[src/rtl/ram_loader.sv]
// ram_loader: byte-stream loader into SB_RAM256x16-style 16-bit banks with an 8-bit read-back port.
// Define RAM_LOADER_CHECKSUM_EN to build the running mod-256 checksum on sum_o.
module ram_loader #(
    parameter int VECTOR_LENGTH = 512,
    parameter int ADDR_WIDTH = $clog2(VECTOR_LENGTH)
) (
    input  logic                  clk_i,
    input  logic                  rst_i,
    input  logic                  start_i,
    input  logic [ADDR_WIDTH:0]   len_i,
    input  logic [7:0]            data_i,
    input  logic                  valid_i,
    output logic                  ready_o,
    output logic                  busy_o,
    output logic                  done_o,
    output logic [ADDR_WIDTH:0]   count_o,
    output logic [7:0]            sum_o,
    input  logic                  rclke_i,
    input  logic [ADDR_WIDTH-1:0] raddr_i,
    output logic [7:0]            rdata_o
);
    localparam int NB = (VECTOR_LENGTH + 511) / 512;
    localparam int BW = NB > 1 ? $clog2(NB) : 1;
    localparam logic [ADDR_WIDTH:0] VMAX = (ADDR_WIDTH + 1)'(VECTOR_LENGTH);
    localparam logic [1:0] IDLE = 2'd0, LOAD = 2'd1, FIN = 2'd2;

    logic [1:0] state;
    logic [ADDR_WIDTH:0] len, count, count_nxt;
    logic [ADDR_WIDTH-1:0] waddr;
    logic [BW-1:0] wbank, rbank, rsel;
    logic [7:0] wword, rword;
    logic accept, take_start, rhi;
    logic [NB-1:0] we, re;
    logic [15:0] rd [NB];
    logic [15:0] q;

    assign ready_o = state == LOAD;
    assign busy_o = state == LOAD;
    assign done_o = state == FIN;
    assign count_o = count;
    assign accept = valid_i && ready_o;
    assign take_start = start_i && state == IDLE;
    assign count_nxt = count + (ADDR_WIDTH + 1)'(1);
    assign waddr = count[ADDR_WIDTH-1:0];
    assign wbank = BW'(waddr >> 9);
    assign wword = 8'(waddr >> 1);
    assign rbank = BW'(raddr_i >> 9);
    assign rword = 8'(raddr_i >> 1);

    always_ff @(posedge clk_i) begin
        if (rst_i) begin
            state <= IDLE;
            count <= '0;
        end else if (take_start) begin
            count <= '0;
            len <= len_i > VMAX ? VMAX : len_i;
            state <= len_i == '0 ? FIN : LOAD;
        end else if (accept) begin
            count <= count_nxt;
            state <= count_nxt == len ? FIN : LOAD;
        end else if (state == FIN) begin
            state <= IDLE;
        end
    end

`ifdef RAM_LOADER_CHECKSUM_EN
    logic [7:0] sum;
    always_ff @(posedge clk_i) begin
        if (rst_i || take_start)
            sum <= '0;
        else if (accept)
            sum <= sum + data_i;
    end
    assign sum_o = sum;
`else
    assign sum_o = 8'h00;
`endif

    // Each bank sees its own WE/RE; writes touch only the addressed byte lane.
    for (genvar b = 0; b < NB; b++) begin : g_bank
        logic [15:0] mem [256];
        logic [15:0] dout;
        assign we[b] = accept && wbank == BW'(b);
        assign re[b] = rclke_i && rbank == BW'(b);
        always_ff @(posedge clk_i) begin
            if (we[b]) begin
                if (waddr[0])
                    mem[wword][15:8] <= data_i;
                else
                    mem[wword][7:0] <= data_i;
            end
            if (re[b])
                dout <= mem[rword];
        end
        assign rd[b] = dout;
    end

    always_ff @(posedge clk_i) begin
        if (rclke_i) begin
            rsel <= rbank;
            rhi <= raddr_i[0];
        end
    end

    always_comb begin
        q = '0;
        for (int i = 0; i < NB; i++)
            if (rsel == BW'(i))
                q = rd[i];
    end

    assign rdata_o = rhi ? q[15:8] : q[7:0];
endmodule
[config.mk]
export PLATFORM = sky130hd
export DESIGN_NAME = ram_loader
export DESIGN_NICKNAME = d
export VERILOG_FILES = /design/src/rtl/ram_loader.sv
export SDC_FILE = /design/constraint.sdc
export NUM_CORES = 2
export LEC_CHECK = 0
export ABC_AREA = 1
export BUFFER_PORTS_ARGS = -buffer_cell sky130_fd_sc_hd__buf_4
export CORE_MARGIN = 5
export CORE_UTILIZATION = 40
export DETAILED_ROUTE_END_ITERATION = 8
export PLACE_DENSITY = 0.62
export SLEW_MARGIN = 30
export SYNTH_ARGS = -nofsm -noshare
export SYNTH_HDL_FRONTEND = slang
export SYNTH_SLANG_ARGS = --single-unit
[constraint.sdc]
create_clock -name clk_i -period 3 [get_ports clk_i]
set_clock_uncertainty 0.15 [all_clocks]
set_input_delay 0.15 -clock clk_i [delete_from_list [all_inputs] [get_ports clk_i]]
set_output_delay 0.15 -clock clk_i [all_outputs]
set_load 0.005 [all_outputs]
Word-level counts from Yosys, hierarchy flattened
Memories as Yosys holds them, arrays and structs flattened. A register that Yosys moved wholly into a read port is not among the register bits.
Cells that the tools add are included.
{"block": "classes", "addsub": 1, "magnitude_cmp": 1, "n_eq_ne": 3, "muxes": 12, "bitwise": 1, "n_reduce_logical": 7}
{"op": "10-bit by 1-bit adder with 10-bit output, second input constant", "count": 1}
{"op": "10-bit == test", "count": 1}
{"op": "10-bit greater-than comparator, second input constant", "count": 1}
{"op": "10-bit zero test", "count": 1}
{"op": "2-bit 2-to-1 mux", "count": 5}
{"op": "8-bit 2-to-1 mux", "count": 1}
{"op": "1-bit 2-to-1 mux", "count": 6}
{"op": "3-bit nonzero test", "count": 1}
{"op": "2-bit by 1-bit == test with 1-bit output, second input constant", "count": 1}
{"op": "2-bit == test, second input constant", "count": 1}
{"op": "1-bit logical AND", "count": 2}
{"op": "2-bit zero test", "count": 1}
{"op": "2-bit AND reduction", "count": 1}
{"op": "2-bit OR reduction", "count": 1}
{"op": "1-bit NOT", "count": 1}
{"block": "word_totals", "ff_bits": 23, "mem_bits_rw": 4096, "memories": 1}
{"memory": "g_bank[0].mem", "depth": 256, "word_bits": 16, "rd": 1, "rd_clocked_by_memory_dff": 1, "wr": 1, "line": "81", "source": "logic [15:0] mem [256];"}

Logic depth before layout (Yosys ltp)
{"block": "depth", "ltp_word": 5, "ltp_mapped": 15}

Least setup slack after synthesis
OpenSTA, ideal clock, no wires.
{"block": "synth_timing", "kind": "register to register", "start": "register state[0]", "end": "memory g_bank[0].mem[192][0], enable pin", "setup_time_ps": 383, "arrival_time_ps": 1850, "t_required_ps": 2467, "slack_ps": 617, "stages_incl_launch_ff": 9, "n_path_buf": 2, "cell_sequence": "dfxtp_1 inv_1 nor2_1 nand2_1 inv_1 nand2_1 clkbuf_1 buf_1 nor3_1"}
{"block": "synth_between", "elab_chain_cells": 4}
{"element": "start, declared", "line": "27", "source": "logic [1:0] state;"}
{"element": "start signal, assigned", "line": "57", "source": "state <= len_i == '0 ? FIN : LOAD;"}
{"element": "start signal, assigned", "line": "60", "source": "state <= count_nxt == len ? FIN : LOAD;"}
{"element": "2-bit by 1-bit == test with 1-bit output"}
{"element": "net busy_o", "line": "14", "source": "output logic busy_o,"}
{"element": "1-bit logical AND", "line": "41", "source": "assign accept = valid_i && ready_o;"}
{"element": "1-bit 2-to-1 mux", "line": "86", "source": "if (we[b]) begin"}
{"element": "1-bit 2-to-1 mux (not written as such)", "line": "90", "source": "mem[wword][7:0] <= data_i;"}
{"element": "end, declared", "line": "81"}
The timed path passes the listed nets, and every way through them passes these cells.

Worst setup path in the final report
{"block": "layout_timing", "start": "input len_i[6]", "end": "register state[0]"}
{"block": "layout_between", "elab_chain_cells": 3}
{"element": "start, declared", "line": "10", "source": "input logic [ADDR_WIDTH:0] len_i,"}
{"element": "10-bit zero test", "line": "57"}
{"element": "2-bit 2-to-1 mux", "line": "57"}
{"element": "2-bit 2-to-1 mux", "line": "54", "source": "end else if (take_start) begin"}
No other way between the ends.
A chain may end at the register's enable or synchronous reset.

==> impl_metrics.env <==
export IMPL_status="completed"
export IMPL_r2r_slack_ns=0.18
export IMPL_hpwl_um=298600
export IMPL_ant_nets=0
export IMPL_core_mm2=0.4208
export IMPL_grt_overflow_total=0
export IMPL_synthTopCellsByArea="edfxtp_1 73%, nand3_1 12%, nand2_1 9.4%"
export IMPL_grt_max_degree=155
export IMPL_rsz0062_at_grt="no"
export IMPL_via_per_inst=5.514
export IMPL_clk_latency_ns=0.99
export IMPL_antenna_found_initial=30
export IMPL_fmax_mhz=341.6
export IMPL_cp_cell_sequence="dlygate4sd3_1, buf_4, dlygate4sd3_1, nor4_2, dlygate4sd3_1, nand4_1, dlygate4sd3_1, nand2_1, dlygate4sd3_1, nand3_1, nand2_1, inv_1"
export IMPL_drt_iter0_drc=13700
export IMPL_clockRootBuffer="clkbuf_16"
export IMPL_ys_seq_elements=4135
export IMPL_setup_slack_ns=0.07261
export IMPL_crit_required_ns=3.68
export IMPL_drc_errors=0
export IMPL_hold_viol_final=0
export IMPL_io_buffers=52
export IMPL_cp_depth=12
export IMPL_die_area_mm2=0.4362
export IMPL_cts_tree="yes"
export IMPL_via_count=114400
export IMPL_grt_use_total=0.2227
export IMPL_synthCells=14180
export IMPL_synth_top_area_cell="edfxtp_1"
export IMPL_yosysWarnings=0
export IMPL_critPathSlowestCell="dlygate4sd3_1"
export IMPL_cap_violations=0
export IMPL_end_kind="register"
export IMPL_cp_common_cell="dlygate4sd3_1"
export IMPL_crit_end="state[0]"
export IMPL_hp_class="primary input to register"
export IMPL_crit_type="primary input to register"
export IMPL_max_clock_path_buffers=4
export IMPL_rr_worst_depth=12
export IMPL_crit_path_max_fanout=2
export IMPL_p_leak_nw=69.22
export IMPL_synth_top_area_share=0.7315
export IMPL_period_needed_ns=2.927
export IMPL_rr_endpoint="g_bank[0].dout[1]"
export IMPL_grt_pass1_vias=108800
export IMPL_syn_to_final_growth_pct=15.89
export IMPL_peakVddDrop_mv=0.5366
export IMPL_path_buf_inv=7
export IMPL_slew_limit_headroom=0.2949
export IMPL_power_density_mw_per_mm2=625.1
export IMPL_gp_congestion=0.8597
export IMPL_cp_slowest_stage_delay_ns=0.60
export IMPL_totalWireLength_um=500100
export IMPL_io_pins=61
export IMPL_ys_seq_area_frac=0.7329
export IMPL_pre_cts_slack_ns=-0.4831
export IMPL_initial_utilization=0.4022
export IMPL_cts_max_level=5
export IMPL_final_max_slew_viol_count=0
export IMPL_worstHoldStart="raddr_i[6]"
export IMPL_die_height_um=660.5
export IMPL_nNetsFinal=14800
export IMPL_setup_viol_count_final=0
export IMPL_rows=238
export IMPL_first_pass_iters=6
export IMPL_fin_crit_sh=0.9758
export IMPL_clock_sinks=4135
export IMPL_setup_tns_ns=0
export IMPL_start_kind="primary input"
export IMPL_drive_gt1_frac=0.1184
export IMPL_syn_avg_cell_area_um2=11.94
export IMPL_syn_cell_area_mm2=0.1693
export IMPL_routedWlPerCell_um=24.10
export IMPL_r2r_start="g_bank[0].mem[38][1]"
export IMPL_clkTransAtPathRegs_ns=0.06
export IMPL_cts_buffers=418
export IMPL_startpoint="len_i[6]"
export IMPL_die_x_um=660.5
export IMPL_grt_pass1_wl_um=732700
export IMPL_cp_top_family="buffers and inverters"
export IMPL_yosysUniqueCellTypes=27
export IMPL_arrival_ns=3.61
export IMPL_worst_pin_slew_ns=1.058
## worst min-delay path by stage
stage,cells past startpoint,to
3_5_place_dp,2,state[1]
2_1_floorplan,1,state[1]
6_report,7,g_bank[0].dout[2]
5_1_grt,6,g_bank[0].dout[3]
4_1_cts,2,g_bank[0].mem[208][3]
3_3_place_gp,2,state[1]
## sequential cells by signal, indices dropped and copies added (netlist names)
register,cells
count_o,10
g_bank.dout,16
g_bank.mem,4096
len,10
rhi,1
state,2
## where the power goes
| part | switching (mW) | internal, mW |
|---|---|---|
| Combinational | 6.01 | 2.20 |
| Clock | 22.2 | 28.5 |
| Sequential | 0.0630 | 63.6 |
| Total | 28.3 | 94.3 |
## cell usage in the layout (no fill, tap or decap), types with 12 or more instances in the layout
cell type / n
buf_4: 956
nor2_1: 38
nor3_1: 514
nand2_1: 4237
nand3_1: 4053
dlygate4sd3_1: 54
inv_1: 52
clkinv_1: 101
clkinv_2: 73
dfxtp_1: 12
bufinv_16: 32
buf_12: 207
edfxtp_1: 4123
clkbuf_16: 421
clkbuf_1: 92
clkinvlp_4: 14
nand2_4: 16
## layout make-up
type	count	area (um2)
repair buffers	1230	12070
fillers	37060	224600
clock inverters	248	2313
clock buffers	513	10880
inverters	61	291.5
well taps	5640	7057
flip-flops and latches	4135	124000
diodes	8	20.02
multi-input cells	8918	39480
## worst min-delay path: stages
cell and delay, ns:
buf_4 0.22, buf_12 0.21, nand3_1 0.15, nand3_1 0.09, nand2_1 0.08, nand2_1 0.07, nand2_1 0.07
## cell families after synthesis
family	synth area share
simple gates	0.2308
flops	0.7329
buf+inv	0.03489
compound gates	0.0006653
mux	0.0005323
xor+xnor	0.0001035
fa+ha+maj	0.00007391
other cells	0.00002216
## timing repair
item / in CTS / in global routing
hold endpoints to repair: 4160 / 0
buffers inserted: 0 / 0
endpoints found under the setup margin: 0 / 7
gates resized for setup: 0 / 2
hold buffers: 54 / 0
## cell usage after synthesis
cell type	number
nand2_1	4261
edfxtp_1	4123
nand3b_1	2
o21ai_0	11
nand3_1	4053
buf_6	51
dfxtp_1	12
inv_4	2
inv_2	2
nor2_1	38
buf_12	1
clkbuf_1	235
or2_2	2
nor3_1	515
buf_4	176
a21oi_1	10
conb_1	1
inv_1	57
nand4_1	5
xor2_1	2
o211ai_1	1
nor4_1	1
buf_2	478
ha_1	1
buf_1	127
clkbuf_2	1
mux2_2	8
## per-layer routing
layer	global-route usage	up-vias	share of wire
met4	0.08671	14	0.042
met2	0.3602	5387	0.48
met3	0.03565	893	0.084
li1	-	51960	-
met1	0.3026	56190	0.40
met5	0	-	0.00020
## metrics by stage
stage | utilization | hold WS, ns | std cells | area, um2 | power [mW]
4_1_cts | 0.4661 | 0.0007773 | 20750 | 196100 | 123.2
3_3_place_gp | 0.4335 | 0.1964 | 19930 | 182400 | 72.90
6_report | 0.4662 | 0.05781 | 20750 | 196200 | 122.6
5_1_grt | 0.4661 | 0.02581 | 20750 | 196100 | 126.1
3_5_place_dp | 0.4335 | 0.1997 | 19930 | 182400 | 72.93
2_1_floorplan | - | 0.06907 | 14180 | 169300 | 68.89
Power figures use the tool's default switching activity.
